[src/rtl/img_pkg.sv]
// Shared image-pipeline definitions: frame sequencer states, position counter
// width, default frame geometry (also used by line_buffer) and the pixel
// position payload.
package img_pkg;

  localparam int unsigned CNT_W          = 9;
  localparam int unsigned DEF_IMG_WIDTH  = 480;
  localparam int unsigned DEF_IMG_HEIGHT = 360;

  typedef enum logic [1:0] {
    ST_IDLE  = 2'd0,
    ST_FILL  = 2'd1,
    ST_RUN   = 2'd2,
    ST_FLUSH = 2'd3
  } lb_state_e;

  // Row/column of a pixel within the frame.
  typedef struct packed {
    logic [CNT_W-1:0] row;
    logic [CNT_W-1:0] col;
  } pix_pos_t;

endpackage : img_pkg

[src/rtl/pix_pos_counter.sv]
// Column/row position counter for accepted pixels.
//   clk, rst_n   : clock, async active-low reset
//   clr          : return to (0,0); wins over adv
//   adv          : a pixel was accepted this cycle, step to the next position
//   pos          : position of the next pixel to be accepted (registered)
//   last_col_c   : pos is in the last column
//   last_pix_c   : pos is the last pixel of the frame
module pix_pos_counter
  import img_pkg::*;
#(
  parameter int unsigned IMG_WIDTH  = DEF_IMG_WIDTH,
  parameter int unsigned IMG_HEIGHT = DEF_IMG_HEIGHT
) (
  input  logic     clk,
  input  logic     rst_n,
  input  logic     clr,
  input  logic     adv,
  output pix_pos_t pos,
  output logic     last_col_c,
  output logic     last_pix_c
);

  localparam logic [CNT_W-1:0] COL_MAX = CNT_W'(IMG_WIDTH - 1);
  localparam logic [CNT_W-1:0] ROW_MAX = CNT_W'(IMG_HEIGHT - 1);

  pix_pos_t pos_q;

  // Column wraps to 0 and bumps the row; the frame end is handled by clr.
  always_ff @(posedge clk or negedge rst_n) begin
    if (!rst_n) begin
      pos_q <= '0;
    end else if (clr) begin
      pos_q <= '0;
    end else if (adv) begin
      if (last_col_c) begin
        pos_q.col <= '0;
        pos_q.row <= pos_q.row + CNT_W'(1);
      end else begin
        pos_q.col <= pos_q.col + CNT_W'(1);
      end
    end
  end

  assign pos        = pos_q;
  assign last_col_c = (pos_q.col == COL_MAX);
  assign last_pix_c = last_col_c && (pos_q.row == ROW_MAX);

endmodule : pix_pos_counter

[src/rtl/linebuf_seq_ctrl.sv]
// Frame sequencer for the two-stage line-buffer chain feeding the 3x3 window
// datapath: gates pixel writes, tracks pixel position, strobes complete
// windows, and flushes the line buffers between frames and on framing errors.
//   clk, rst_n : clock, async active-low reset
//   frame_en   : frames accepted only while high
//   pix_valid  : pixel strobe (no backpressure)
//   sof_in     : start of frame, qualified by pix_valid
//   err_clr    : clears sticky error flags (a same-cycle new error wins)
//   lb_wr_en   : combinational write enable into the first line buffer
//   lb_rst_n   : registered active-low reset to all line buffers
//   win_valid  : a full 3x3 window is at the chain outputs
//   win_row/col: centre of that window
//   eof        : pulse one cycle after the last pixel of a frame
//   busy       : sequencer not idle
//   err_sync   : sticky, sof arrived mid-frame
//   err_drop   : sticky, pixel dropped in IDLE (no sof) or FLUSH
module linebuf_seq_ctrl
  import img_pkg::*;
#(
  parameter int unsigned IMG_WIDTH    = DEF_IMG_WIDTH,
  parameter int unsigned IMG_HEIGHT   = DEF_IMG_HEIGHT,
  parameter int unsigned FLUSH_CYCLES = 4
) (
  input  logic             clk,
  input  logic             rst_n,
  input  logic             frame_en,
  input  logic             pix_valid,
  input  logic             sof_in,
  input  logic             err_clr,
  output logic             lb_wr_en,
  output logic             lb_rst_n,
  output logic             win_valid,
  output logic [CNT_W-1:0] win_row,
  output logic [CNT_W-1:0] win_col,
  output logic             eof,
  output logic             busy,
  output logic             err_sync,
  output logic             err_drop
);

  localparam logic [1:0] S_IDLE  = 2'(ST_IDLE);
  localparam logic [1:0] S_FILL  = 2'(ST_FILL);
  localparam logic [1:0] S_RUN   = 2'(ST_RUN);
  localparam logic [1:0] S_FLUSH = 2'(ST_FLUSH);

  localparam int unsigned     FL_W    = 4;
  localparam logic [FL_W-1:0] FL_LAST = FL_W'(FLUSH_CYCLES - 1);

  logic [1:0]       state_q, state_d;
  logic [FL_W-1:0]  flush_cnt_q;
  logic             wr_c, win_hit_c, eof_hit_c, set_sync_c, set_drop_c;
  logic             cnt_clr_c;
  pix_pos_t         pos;
  logic             last_col_c, last_pix_c;

  logic             lb_rst_n_q, win_valid_q, eof_q, busy_q;
  logic             err_sync_q, err_drop_q;
  logic [CNT_W-1:0] win_row_q, win_col_q;

  pix_pos_counter #(
    .IMG_WIDTH (IMG_WIDTH),
    .IMG_HEIGHT(IMG_HEIGHT)
  ) u_pos (
    .clk       (clk),
    .rst_n     (rst_n),
    .clr       (cnt_clr_c),
    .adv       (wr_c),
    .pos       (pos),
    .last_col_c(last_col_c),
    .last_pix_c(last_pix_c)
  );

  // State register.
  always_ff @(posedge clk or negedge rst_n) begin
    if (!rst_n) state_q <= S_IDLE;
    else        state_q <= state_d;
  end

  // Next state, pixel acceptance and event decode.
  always_comb begin
    state_d    = state_q;
    wr_c       = 1'b0;
    win_hit_c  = 1'b0;
    eof_hit_c  = 1'b0;
    set_sync_c = 1'b0;
    set_drop_c = 1'b0;
    case (state_q)
      S_IDLE: begin
        if (pix_valid) begin
          if (sof_in && frame_en) begin
            wr_c    = 1'b1;
            state_d = S_FILL;
          end else if (!sof_in) begin
            set_drop_c = 1'b1;
          end
        end
      end
      S_FILL, S_RUN: begin
        if (pix_valid && sof_in) begin
          // Resync: the pixel is not written, the partial frame is discarded.
          set_sync_c = 1'b1;
          state_d    = S_FLUSH;
        end else begin
          if (pix_valid) begin
            wr_c = 1'b1;
            if (last_pix_c) begin
              eof_hit_c = 1'b1;
              state_d   = S_FLUSH;
            end else if (state_q == S_FILL && last_col_c && pos.row == CNT_W'(1)) begin
              state_d = S_RUN;
            end
            // Window centre lags the incoming pixel by one row and column.
            if (state_q == S_RUN && pos.col >= CNT_W'(2)) win_hit_c = 1'b1;
          end
          if (!frame_en) state_d = S_FLUSH;
        end
      end
      S_FLUSH: begin
        if (pix_valid) set_drop_c = 1'b1;
        if (flush_cnt_q == FL_LAST) state_d = S_IDLE;
      end
      default: state_d = S_IDLE;
    endcase
  end

  assign cnt_clr_c = (state_d == S_FLUSH) && (state_q != S_FLUSH);

  // Flush timer: counts cycles spent in FLUSH.
  always_ff @(posedge clk or negedge rst_n) begin
    if (!rst_n)                  flush_cnt_q <= '0;
    else if (state_q == S_FLUSH) flush_cnt_q <= flush_cnt_q + FL_W'(1);
    else                         flush_cnt_q <= '0;
  end

  // Registered outputs; lb_rst_n and busy follow the upcoming state.
  always_ff @(posedge clk or negedge rst_n) begin
    if (!rst_n) begin
      lb_rst_n_q  <= 1'b0;
      win_valid_q <= 1'b0;
      win_row_q   <= '0;
      win_col_q   <= '0;
      eof_q       <= 1'b0;
      busy_q      <= 1'b0;
      err_sync_q  <= 1'b0;
      err_drop_q  <= 1'b0;
    end else begin
      lb_rst_n_q  <= (state_d != S_FLUSH);
      win_valid_q <= win_hit_c;
      if (win_hit_c) begin
        win_row_q <= pos.row - CNT_W'(1);
        win_col_q <= pos.col - CNT_W'(1);
      end
      eof_q       <= eof_hit_c;
      busy_q      <= (state_d != S_IDLE);
      err_sync_q  <= set_sync_c | (err_sync_q & ~err_clr);
      err_drop_q  <= set_drop_c | (err_drop_q & ~err_clr);
    end
  end

  assign lb_wr_en  = wr_c;
  assign lb_rst_n  = lb_rst_n_q;
  assign win_valid = win_valid_q;
  assign win_row   = win_row_q;
  assign win_col   = win_col_q;
  assign eof       = eof_q;
  assign busy      = busy_q;
  assign err_sync  = err_sync_q;
  assign err_drop  = err_drop_q;

endmodule : linebuf_seq_ctrl

[config.mk]
export PLATFORM = sky130hd
export DESIGN_NAME = linebuf_seq_ctrl
export DESIGN_NICKNAME = d
export VERILOG_FILES = /design/src/rtl/img_pkg.sv /design/src/rtl/pix_pos_counter.sv /design/src/rtl/linebuf_seq_ctrl.sv
export SDC_FILE = /design/constraint.sdc
export NUM_CORES = 1
export LEC_CHECK = 0
export ABC_AREA = 1
export CORE_AREA = 2 2 74 76
export DETAILED_ROUTE_END_ITERATION = 10
export DIE_AREA = 0 0 76 78
export GPL_TIMING_DRIVEN = 0
export PLACE_DENSITY = 0.8
export SLEW_MARGIN = 10
export SYNTH_ARGS = -nofsm -noshare
export SYNTH_HDL_FRONTEND = slang
export SYNTH_SLANG_ARGS = --single-unit
[constraint.sdc]
create_clock -name clk -period 2.3 [get_ports clk]
set_input_delay 0.575 -clock clk [delete_from_list [all_inputs] [get_ports clk]]
set_output_delay 0.575 -clock clk [all_outputs]
set_load 0.05 [all_outputs]
======== After elaboration in Yosys (flattened, before gate mapping) ========
Cells that the tools add are included.
operators by class
  $add $sub $neg .......................... 5
  $lt $le $gt $ge ......................... 1
  eq/ne operators ......................... 10
  mux-type cells .......................... 33
  bitwise gates (word level) .............. 5
  reduce and logical (&&, ||, !) cells .... 13
operators by type and width
  operator               count
  $mux W18               2
  $add A9 B1 Y9 const B  2
  $eq A9 B9 Y1 const B   2
  $mux W9                2
  $sub A9 B1 Y9 const B  2
  $mux W1                17
  $mux W2                8
  $eq A9 B1 Y1 const B   1
  $ge A9 B2 Y1 const B   1
  $logic_and A1 B1 Y1    7
  $eq A2 B2 Y1 const B   3
  $pmux W2 S3            1
  $reduce_bool A2 Y1     3
  $add A4 B1 Y4 const B  1
  $eq A4 B2 Y1 const B   1
  $mux W4                1
  $ne A2 B2 Y1 const B   2
  $pmux W1 S2            2
  $and A1 B1 Y1          2
  $eq A2 B1 Y1 const B   1
  $logic_not A2 Y1       1
  $or A1 B1 Y1           2
  $reduce_and A2 Y1      1
  $reduce_or A2 Y1       1
  $not A1 Y1             1
storage, ports and cells
  flip-flop bits (word level) ............. 48
  bits of input ports ..................... 6
  output and inout bits ................... 25
  logic and storage cells ................. 79

======== Longest topological paths before layout ========
  depth after elaboration ................. 13
  mapped depth ............................ 15
  depth with buffers taken out ............ 14

======== Modules after synthesis ========
Synthesis repeated with hierarchy kept, for this count alone.
unflattened totals
  cell total of the unflattened synthesis .. 355
  area total of the unflattened synthesis .. 2747.6 um^2
by module, submodules not included
  module            times used  cells each  area an instance (um^2)
  linebuf_seq_ctrl  1           200         1669.1
  pix_pos_counter   1           155         1078.5

======== Least setup slack after synthesis ========
OpenSTA, ideal clock, no wires.
  path kind ............................... reg2out
  start ................................... reg state_q[0]
  end ..................................... out lb_wr_en
  arrival ................................. 1.871 ns
  setup slack ............................. -0.146 ns
  cell stages (with the launch flop) ...... 6
  cells stage by stage .................... dfrtp_1 inv_1 ha_1 nand3_1 a21oi_4 clkbuf_1
between the ends
  word-level cells in the longest chain between the ends .. 3
ends and longest elaborated chain
  what                                          RTL line                text
  from (decl)                                   linebuf_seq_ctrl.sv:49  logic [1:0] state_q, state_d;
  from (signal assigned)                        linebuf_seq_ctrl.sv:76  else state_q <= state_d;
  $eq A2 B1 Y1 or $eq A2 B2 Y1 (tied branches)  linebuf_seq_ctrl.sv:87  case (state_q)
  $reduce_or A2 Y1                              linebuf_seq_ctrl.sv:87
  $pmux W1 S2 (*)                               linebuf_seq_ctrl.sv:87
  to (decl)                                     linebuf_seq_ctrl.sv:30  output logic lb_wr_en,
Every way passes the cells marked *; elsewhere a longest branch is shown, timed or not.

======== Final worst setup path ========
  start ................................... in frame_en
  end ..................................... out lb_wr_en
between the ends
  word-level cells in the longest chain between the ends .. 4
ends and longest elaborated chain
  what                 RTL line                text
  from (decl)          linebuf_seq_ctrl.sv:26  input logic frame_en,
  $logic_and A1 B1 Y1  linebuf_seq_ctrl.sv:90  if (sof_in && frame_en) begin
  $mux W1              linebuf_seq_ctrl.sv:90
  $mux W1              linebuf_seq_ctrl.sv:89  if (pix_valid) begin
  $pmux W1 S2          linebuf_seq_ctrl.sv:87
No other way between the ends.

==> impl_metrics.json <==
{
  "outcome": "complete, no violations",
  "cts_tree": "done",
  "cts_root_buf": "clkbuf_8",
  "synth_top_area_cell": "dfrtp_1",
  "synthMuxAreaShare_pct": 0,
  "final_cell_mix": "nand2_1 (61), dfrtp_1 (48), nor2_1 (37), inv_1 (36)",
  "fill_cells": 431,
  "routed-via-count": 2411,
  "powerDensity_mw_per_mm2": 1210,
  "fin_nets": 391,
  "synth_top_family_by_area": "simple AND/OR/NAND/NOR gates",
  "critPathSlowestCell": "clkdlybuf4s50_1",
  "placed_cells": 432,
  "start_util_pct": 54.6,
  "grt_usage_pct": 22.8,
  "rows": 26,
  "grt_max_degree": 37,
  "wl_per_cell_um": 14.1,
  "maxCapViolations": 0,
  "synth-xor-area-share_pct": 6.37,
  "die_area_mm2": 0.00593,
  "viasPerCell": 5.43,
  "slew_headroom_pct": 63.4,
  "cp_cell_sequence": "clkdlybuf4s50_1, nand3_2, a21oi_4, clkbuf_8, buf_8",
  "num_antenna_cells": 0,
  "synth_area_leaders": "dfrtp_1 (44%), nand2_1 (8.5%), inv_1 (5.5%)",
  "gp_congestion": 0.923,
  "critPathMaxStageDelay_ns": 0.50,
  "synth_ff_type": "dfrtp_1",
  "dr.pass1.iters": 4,
  "layout_commonest_cell": "nand2_1",
  "avgSynthCellArea_um2": 8.31,
  "portBuffers": 30,
  "grt_pass1_wl_um": 10800,
  "end_kind": "primary output",
  "fp.dieH_um": 78,
  "tightest_slew_ns": 0.548,
  "crit_arrival_ns": 1.70,
  "drc": 0,
  "final_area_mm2": 0.00331,
  "gr-total-overflow": 0,
  "p_leak_nw": 1.64,
  "setup_viol": 0,
  "cts_buffers": 5,
  "routed_wl_um": 6240,
  "cts.sinks": 48,
  "clk_pin_slew_ns": 0.08,
  "cp-start-kind": "primary input",
  "synth.yosys.warnings": 0,
  "clk_path_buf_depth": 2,
  "async_flop_share_pct": 100,
  "ctsHtreeMaxLevel": 2,
  "post-route-util_pct": 65.7,
  "period_minus_slack_ns": 2.27,
  "finalHoldViolCount": 0,
  "whs_ns": 0.149,
  "synthCells": 331,
  "drv_slew": 0,
  "io_pins": 31,
  "clock_latency_ns": 0.30,
  "worstHoldPathType": "in -> async",
  "skew_ns": 0.00982,
  "synth_cell_types": 34,
  "worstSetupPathType": "in -> out",
  "path_max_fanout": 2,
  "cp.required_ns": 1.73,
  "synth_nets": 348,
  "synth_seq_cells": 48,
  "synth_top_area_share_pct": 43.7,
  "grt_pass1_vias": 2341,
  "syn-cell-area_mm2": 0.00275,
  "synth_fa_ha_area_share_pct": 5.00,
  "setup_tns_ns": 0,
  "place_hpwl_um": 4600,
  "die_w_um": 76,
  "syn2layout_area_growth_pct": 20.3,
  "synth_compound_area_share_pct": 10.3,
  "yosys.area_share.simple_pct": 26.4,
  "instances_no_fill": 444,
  "period_share_pct": 98.7,
  "drtIter0Drc": 193,
  "synth_seq_area_share_pct": 43.7,
  "max_freq_mhz": 441,
  "core-area_mm2": 0.00504,
  "synth-edff-count": 0,
  "antenna_found_initial": 0,
  "postPlaceCellArea_mm2": 0.00316,
  "ant_nets": 0,
  "drive_gt1_share_pct": 12.3,
  "ir_drop_uv": 490
}
worst max-delay path: cells and delay by family:
| family | cells | cell delay [ns] |
|---|---|---|
| buf+inv | 3 | 0.81 |
| compound gates | 1 | 0.18 |
| simple gates | 1 | 0.13 |
per-stage QoR:
| stage | total power, mW | setup slack, ns |
|---|---|---|
| after global placement | 3.31 | -1.21 |
| final | 3.99 | 0.0299 |
| after floorplan | 2.74 | 0.119 |
| after CTS | 3.95 | 0.0152 |
| after detailed placement | 3.37 | -1.23 |
| after global routing | 4.22 | -0.00867 |
Yosys cell counts (all sizes together) (5+ instances only):
cell type  count
buf            7
clkbuf         5
nand3         30
nand4         16
o21ai         20
nand2         65
dfrtp         48
inv           41
o211ai        10
nor2          39
a31oi          5
xor2          16
ha            11
registers in the layout, summed over array words and instances (netlist names):
| register | flops |
|---|---|
| u_pos.pos | 18 |
| win_col | 9 |
| win_row | 9 |
| flush_cnt_q | 4 |
| state_q | 2 |
| busy | 1 |
| eof | 1 |
| err_drop | 1 |
| err_sync | 1 |
| lb_rst_n | 1 |
| win_valid | 1 |
layer usage:
layer  global-route usage [%]  part of all wire [%]
met5                        0                     0
met4                     8.18                   1.7
met2                     38.6                    48
met1                     28.9                    45
met3                     5.12                   5.8
cell families after synthesis:
| kind of cell | after synthesis |
|---|---|
| AOI/OAI and AO/OA | 43 |
| and+or+nand+nor | 156 |
| adders and majority gates | 11 |
| DFF | 48 |
| buffers and inverters | 53 |
| xor gates and xnor gates | 20 |
where the power goes:
part	internal (mW)	total [mW]	switching, mW
clock	0.207	0.477	0.270
sequential	1.06	1.19	0.136
combinational	0.816	2.33	1.51
total	2.08	3.99	1.91
cell type report:
type,count,area [um2],area share [%]
multi-input combinational,230,1350,40.9
sequential,48,1200,36.3
timing repair buffer,36,352,10.6
inverter,41,154,4.65
tap,70,87.6,2.65
buffer,12,85.1,2.57
clock buffer,6,72.6,2.19
clock inverter,1,5.00,0.151
worst paths after layout:
kind,start,endpoint,slack (ns),depth (start not counted)
max reg2reg,u_pos.pos[0],u_pos.pos[17],0.18,13
max,frame_en,lb_wr_en,0.03,5
min reg2reg,flush_cnt_q[0],flush_cnt_q[0],0.47,1
min,rst_n,u_pos.pos[4],0.15,1
max in group asynchronous,rst_n,err_sync,1.66,2
min in group clk,flush_cnt_q[0],flush_cnt_q[0],0.47,1
repair_timing:
action	4_1_cts	5_1_grt
setup endpoints to repair	1	7
pin swaps	1	2
gates resized for setup	17	6
setup buffers	4	1
endpoints found under the hold margin	0	0
hold buffers	0	0
Note: power is estimated with default switching activity, not from simulation.
==> RTL change: new RTL, same settings <==
Set the localparam `FL_W` to 5 (it was 4).
--- a/src/rtl/linebuf_seq_ctrl.sv
+++ b/src/rtl/linebuf_seq_ctrl.sv
@@ -45,3 +45,3 @@
 
-  localparam int unsigned     FL_W    = 4;
+  localparam int unsigned     FL_W    = 5;
   localparam logic [FL_W-1:0] FL_LAST = FL_W'(FLUSH_CYCLES - 1);
Formal check against the unedited RTL: no difference found for any inputs over 10 cycles, from zero or initial values and one cycle with rst_n low; that may be too few to reach the edited logic, so the function may still have changed.
==> RTL change against the original RTL <==
  * Worst setup slack improved by 77 ps
  * Total power is 1.2% higher
  * Combinational power down 5%
  * Area after synthesis up 0.55%
  * Die area unchanged
  * Cell area is 1.4% higher
  * Final cell count rose by 1.8%
  * Largest power group unchanged
  * Critical path depth grew 1
  * Count of clock-buffer cells in the layout is 1 higher
  * Via count about the same
  * Core utilization grew 0.89 points
  * Sequential cell count rose by 1
  * Routed wire length is 2.6% lower
  * Critical path type is now reg2out
==> RTL change: results (changes against the original RTL) <==
Root Driver: clkbuf_8
DR pass1 iterations: 4 (unchanged)
Distinct cells, synth: 32 (-5.9%)
share of layout cells above drive strength 1: 0.113 (-0.0104)
peak supply drop: 0.752 mV (+53%)
post-synthesis average cell area: 8.16 um2 (-1.8%)
met1 GRT Util: 0.283 (-0.00593)
Post-synth top cells: 64 x nand2_1, 49 x dfrtp_1, 38 x inv_1, 36 x nor2_1, 29 x nand3_1
met3 Use GR: 0.0453 (-0.00581)
switch share: 0.458 (-0.0214)
diode count: 0 (unchanged)
largest net degree at the start of global routing: 33 (-11%)
Critical Path Max Stage Delay: 360 ps (-140 ps)
CP max FO: 3 (+1)
Non-Filler Instances: 452 (+1.8%)
placed cell count: 440 (+1.9%)
reg2reg end: u_pos.pos[16]$_DFFE_PN0P_
HPWL Detailed: 4.50 mm (-2.3%)
Syn Nets: 356 (+2.3%)
Yosys warning count: 0 (unchanged)
worst-skew pair later-pin latency: 300 ps (about the same)
TritonCTS Buffers: 5 (unchanged)
crit path max-delay cell type: dfrtp_1
DR WL/cell: 13.5 um (-4.3%)
Async S/R FF share, synth: 1.00 (unchanged)
Setup Skew: 6.11 ps (-3.71 ps)
Hold Path Class: in2async
cell with the most instances after synthesis: nand2_1
status: complete, no violations
GRT Total Usage: 0.222 (-0.00583)
nets@finish: 398 (+1.8%)
CP arrival: 1620 ps (-80 ps)
Fin. Hold Viols: 0 (unchanged)
clock-pin slew on the worst setup and hold paths: 90 ps
r2r setup slk: 190 ps
Seq/Total Area, Yosys: 0.443 (+0.00668)
CP top delay family: flip-flops
vias: 2409 (-0.083%)
r2r worst-path depth: 9 (-4)
M2 GR Usage: 0.386 (unchanged)
cell taking the most area after synthesis: dfrtp_1
Worst-Margin Slew: 512 ps (-36.4 ps)
max reg flops: 18 (unchanged)
Area contributors post-synth: dfrtp_1 44%, nand2_1 8.7%, nand3_1 5.2%, inv_1 5.2%, ha_1 5.0%
P_leak: 1.69 nW (+2.8%)
first-pass GRT wire length: 10.8 mm (-0.44%)
CTS max path bufs: 2 (unchanged)
dpl ws: -1310 ps (-82.7 ps)
# H-tree levels: 2 (unchanged)
initial DRC count: 125 (-35%)
I/O Buffers: 30 (unchanged)
antenna violations before repair: 0 (unchanged)
gpl congestion: 0.919 (-0.42%)
reg2reg start: state_q[1]$_DFF_PN0_
-- RTL change: final cells by class --
type | instances | area, um2
Fill cell | 454 | 1690
Clock inverter | 1 | 30.0
Tap cell | 70 | 87.6
Timing Repair Buffer | 36 | 354
Multi-Input combinational cell | 234 | 1340
Clock buffer | 7 | 86.3
Buffer | 15 | 86.3
Inverter | 40 | 150
Sequential cell | 49 | 1230
-- RTL change: per-stage QoR --
stage	power [W]	hold slack [ps]	area, um2	util
after detailed placement	0.00333	465	3170	0.629
final	0.00404	210	3360	0.666
after global routing	0.00431	241	3360	0.666
after floorplan	0.00272	279	2770	-
after global placement	0.00328	445	3160	0.626
after CTS	0.00403	218	3330	0.660
-- RTL change: worst max path at each step --
stage,start,end,slack (ps),cells after the start
2_1_floorplan,state_q[0]$_DFF_PN0_,lb_wr_en,110,6
3_3_place_gp,pix_valid,lb_wr_en,-1250,8
6_report,state_q[1]$_DFF_PN0_,lb_wr_en,110,6
3_5_place_dp,pix_valid,lb_wr_en,-1310,8
5_1_grt,u_pos.pos[9]$_DFFE_PN0P_,u_pos.pos[14]$_DFFE_PN0P_,6,15
4_1_cts,frame_en,lb_wr_en,3,7
-- RTL change: what timing repair did --
action                                  4_1_cts  5_1_grt
buffers inserted                              4        1
pin swaps                                     2        4
endpoints found under the setup margin        3       19
resized for setup                            14        8
-- RTL change: power groups by stage --
stage | clock network [W] | registers (W) | logic (W)
2_1_floorplan | 0 | 0.00179 | 0.000928
3_3_place_gp | 0 | 0.00122 | 0.00206
3_5_place_dp | 0 | 0.00123 | 0.00210
4_1_cts | 0.000645 | 0.00120 | 0.00218
5_1_grt | 0.000682 | 0.00123 | 0.00240
6_report | 0.000627 | 0.00120 | 0.00222
-- RTL change: cells by family (layout without fill, tap and decap cells) --
kind of cell / Yosys count / after routing / share of synthesized area
AND/OR/NAND/NOR: 164 / 164 / 0.275
buffers and inverters: 56 / 99 / 0.0846
flip-flops: 49 / 49 / 0.443
AO/OA/AOI/OAI: 40 / 40 / 0.0873
XOR/XNOR: 19 / 19 / 0.0602
adder cells (fa/ha/maj): 11 / 11 / 0.0498
-- RTL change: per-layer routing --
layer	vias up	wire length [um]
li1	1205	-
met4	0	66
met1	1125	2710
met3	7	372
met2	72	2930
met5	-	0
-- RTL change: worst reg2reg max path, stage by stage, from the launching register on --
cell and delay (ps):
dfrtp_1 360, inv_1 90, ha_4 300, nand3_2 110
a21oi_2 190, buf_4 130, clkinv_1 190, clkbuf_1 310
o211ai_1 250, nand2_1 80
